<file path="src/rtl/register_file.sv">
// 32 x 64-bit LEGv8 register file: two combinational read ports, one synchronous write port.
// X31 (XZR) always reads zero. Define REGFILE_BYPASS_EN to forward BusW to same-cycle reads.
module register_file #(
  parameter int unsigned DATA_WIDTH = 64,
  parameter int unsigned ADDR_WIDTH = 5,
  parameter int unsigned ZERO_REG   = 31
) (
  input  logic                  Clk,
  input  logic                  Reset,
  input  logic [ADDR_WIDTH-1:0] RA,
  input  logic [ADDR_WIDTH-1:0] RB,
  input  logic [ADDR_WIDTH-1:0] RW,
  input  logic                  RegWr,
  input  logic [DATA_WIDTH-1:0] BusW,
  output logic [DATA_WIDTH-1:0] BusA,
  output logic [DATA_WIDTH-1:0] BusB
);

  localparam int unsigned Depth = 2 ** ADDR_WIDTH;
  localparam logic [ADDR_WIDTH-1:0] ZeroAddr = ADDR_WIDTH'(ZERO_REG);

  logic [DATA_WIDTH-1:0] regs_q [Depth];
  logic                  wr_en;

  assign wr_en = RegWr && (RW != ZeroAddr);

  // The XZR entry is never written, so it simply holds its reset value.
  always_ff @(posedge Clk or posedge Reset) begin
    if (Reset) begin
      for (int i = 0; i < int'(Depth); i++) begin
        regs_q[i] <= '0;
      end
    end else if (wr_en) begin
      regs_q[RW] <= BusW;
    end
  end

  always_comb begin
    BusA = regs_q[RA];
    BusB = regs_q[RB];
`ifdef REGFILE_BYPASS_EN
    if (wr_en && !Reset && (RW == RA)) BusA = BusW;
    if (wr_en && !Reset && (RW == RB)) BusB = BusW;
`endif
    if (RA == ZeroAddr) BusA = '0;
    if (RB == ZeroAddr) BusB = '0;
  end

endmodule

</file>
<file path="config.mk">
export PLATFORM = sky130hd
export DESIGN_NAME = register_file
export DESIGN_NICKNAME = d
export VERILOG_FILES = /design/src/rtl/register_file.sv
export SDC_FILE = /design/constraint.sdc
export NUM_CORES = 2
export LEC_CHECK = 0
export CAP_MARGIN = 20
export CORE_MARGIN = 4
export CORE_UTILIZATION = 40
export CTS_CLUSTER_SIZE = 14
export DETAILED_ROUTE_END_ITERATION = 10
export GPL_TIMING_DRIVEN = 0
export HOLD_SLACK_MARGIN = 0.03
export SETUP_SLACK_MARGIN = 0.2
export SLEW_MARGIN = 15
export SYNTH_ARGS = -nofsm -noshare
export SYNTH_HDL_FRONTEND = slang
export SYNTH_SLANG_ARGS = --single-unit
export TNS_END_PERCENT = 5
</file>
<file path="constraint.sdc">
create_clock -name Clk -period 196.9 [get_ports Clk]
set_input_delay 19.69 -clock Clk [delete_from_list [all_inputs] [get_ports Clk]]
set_output_delay 19.69 -clock Clk [all_outputs]
set_load 0.05 [all_outputs]
</file>
==> results.toml <==
[worst_setup_path]
end_kind = "output port"
critical_path_arrival_ns = 25.68
cp-start-kind = "primary input"
critPathMaxFanout = 10
criticalPathCategory = "in -> out"
required_ns = 177.21

[logic_synthesis]
synth_cell_types = 52
yosys.area_share.simple_pct = 0.965
synth_edf_count = 0
synthArstFlopShare_pct = 100
synth.avg_cell_area_um2 = 14.9
netlist.area_leader.share_pct = 47.5
syn-num-nets = 7308
yosysTopAreaCell = "dfrtp_1"
yosys-top-cells-count = "dfrtp_1 (2048), mux2_2 (1981), mux4_2 (757)"
synth_top_family_by_area = "multiplexers"
synth_flop_cell = "dfrtp_1"
synthAdderAreaFrac_pct = 0
synth.area.top_cells = "dfrtp_1 (48%), mux2_2 (21%), mux4_2 (16%)"
synth.mux.area_fraction_pct = 42.1
synth-xor-area-share_pct = 0
ys_seq_area_share_pct = 47.5
yosysMostFrequentCell = "dfrtp_1"
yosys_warnings = 0
synthesis.area_um2 = 108000
synth_compound_area_share_pct = 5.75
synth_cells = 7226
synth-seq-cells = 2048

[place]
numPortBuffers = 200
dp_hpwl_um = 367000
finalWeightedCongestion = 0.997

[run_status]
outcome = "complete, no violations"

[drt]
drtIter0Drc = 12000
wl_um = 533000
antenna_left = 0
vias = 81500
drt-pass1-iter-count = 6
viasPerCell = 7.02
post_drt_wl_per_cell_um = 46.0
drc_errors = 0

[timing]
setup_tns_ns = 0
post-route-min-period_ns = 45.37
setup_viol = 0
slew_headroom_pct = 5.56
hold_violations = 0
clock_skew_ns = 0
fmax_ghz = 0.0220
maxSlewViolCount = 0
worst_pin_slew_ns = 1.41
rsz0062_at_grt = "no"
finalCritPeriodShare_pct = 23.0

[floorplan]
die_w_um = 527
core-area_um2 = 268000
die_height_um = 527
start_util_pct = 40.2
num_rows = 190
num_io_pins = 210
dieArea_um2 = 278000

[cells_and_area]
regMostFlops = "regs_q"
seq_area_um2 = 51200
drive_gt1_share_pct = 46.6
area_growth_pct = 16.2
fill_cells = 23600
multi_input_area_um2 = 52700
largest_reg_flops = 2048
top_regs = "regs_q: 2048 flops"
nets = 7873

[global_routing]
grt_pass1_wl_um = 705000
antenna_found_initial = 73
grt_max_degree = 115
grt_use_total_pct = 37.6
grt_overflow = 0
first_global_vias = 78800

[clocking]
cts_root_buf = "clkbuf_16"
holdBufCountCts = 0
clkTransAtPathRegs_ns = 0.06
cts_max_level = 4
cts_tree = "built"
clockBufferDepth = 3
insertion_delay_ns = 0.95
cts.repair.resized = 0
cts_buffers = 228
post-cts-setup-buffer-count = 0
clock-sinks = 2048

[job]
drv_cap = 0

[pwr]
powerDensity_nw_per_um2 = 10.4
power.total_w = 0.00131
leakage_nw = 54.0
ir_worst_vdd_v = 0.00000870

[min_path]
worstHoldPathType = "reg -> reg"
==> cells in the final DEF, fill, tap and decap left out, drive strengths merged, types with 87 or more instances in the layout <==
master	synthesis	layout
a22o	141	141
mux2i	536	536
clkdlybuf4s50	0	200
a22oi	87	87
clkbuf	506	869
mux2	2035	2035
dfrtp	2048	2048
mux4	757	757
buf	352	483
o221ai	100	100
o22ai	89	89
==> cells by family (layout without fill, tap and decap cells) <==
kind of cell | after synthesis | in the layout
other | 0 | 75
multiplexers | 3328 | 3328
AND/OR/NAND/NOR | 197 | 197
AO/OA/AOI/OAI | 792 | 792
buffers and inverters | 861 | 1611
flip-flops | 2048 | 2048
==> cell type report <==
class	instances	area share [%]
multi-input combinational	4317	42.1
sequential	2048	40.9
clock buffer	359	5.51
timing repair buffer	335	3.90
tap	3552	3.55
buffer	858	3.28
clock inverter	56	0.610
antenna	75	0.150
inverter	3	0.0150
==> final timing paths <==
kind                                          start                        to  slack [ns]  cells after the start
max                                           RB[3]                  BusB[12]      151.53                      9
max reg2reg                regs_q[1582]$_DFFE_PP0P_  regs_q[1582]$_DFFE_PP0P_      196.06                      1
min                           regs_q[4]$_DFFE_PP0P_     regs_q[4]$_DFFE_PP0P_        0.46                      1
min in group asynchronous                     Reset    regs_q[49]$_DFFE_PP0P_       19.20                      2
max in group asynchronous                     Reset  regs_q[1302]$_DFFE_PP0P_      174.81                      7
min reg2reg                   regs_q[4]$_DFFE_PP0P_     regs_q[4]$_DFFE_PP0P_        0.46                      1
==> worst max-delay path: stages <==
cell             delay, ns
clkdlybuf4s50_1       0.74
clkbuf_1              0.80
nand3_1               0.81
buf_2                 0.63
clkbuf_1              0.61
o221ai_1              0.40
a211oi_1              0.09
nor3_1                0.85
clkdlybuf4s50_1       0.97
==> metal layers <==
layer | wire, um | share of wire (%) | track usage (%)
met1 | 189000 | 35 | 44.8
met5 | 669 | 0.13 | 0.693
met4 | 50800 | 9.5 | 29.5
met3 | 77200 | 14 | 19.0
met2 | 216000 | 40 | 51.1
==> report_power, final <==
group	switching, W	internal (W)	total, W
Sequential	0.0000621	0.000501	0.000563
Combinational	0.000148	0.000151	0.000299
Clock	0.000191	0.000255	0.000446
Total	0.000401	0.000907	0.00131
==> stage by stage <==
step                hold slack (ns)  util [%]  setup slack (ns)  std cells  cell area, um2
floorplan                     0.429         -            119.36       7226          108000
finish                        0.460      46.7            151.53      11600          125000
CTS                           0.465      46.6            151.99      11500          125000
detailed placement            0.451      43.7            152.00      11100          117000
global placement              0.451      42.6             96.34      11000          114000
global route                  0.484      46.7            151.71      11500          125000
No activity file was read; power rests on OpenSTA's default activity.
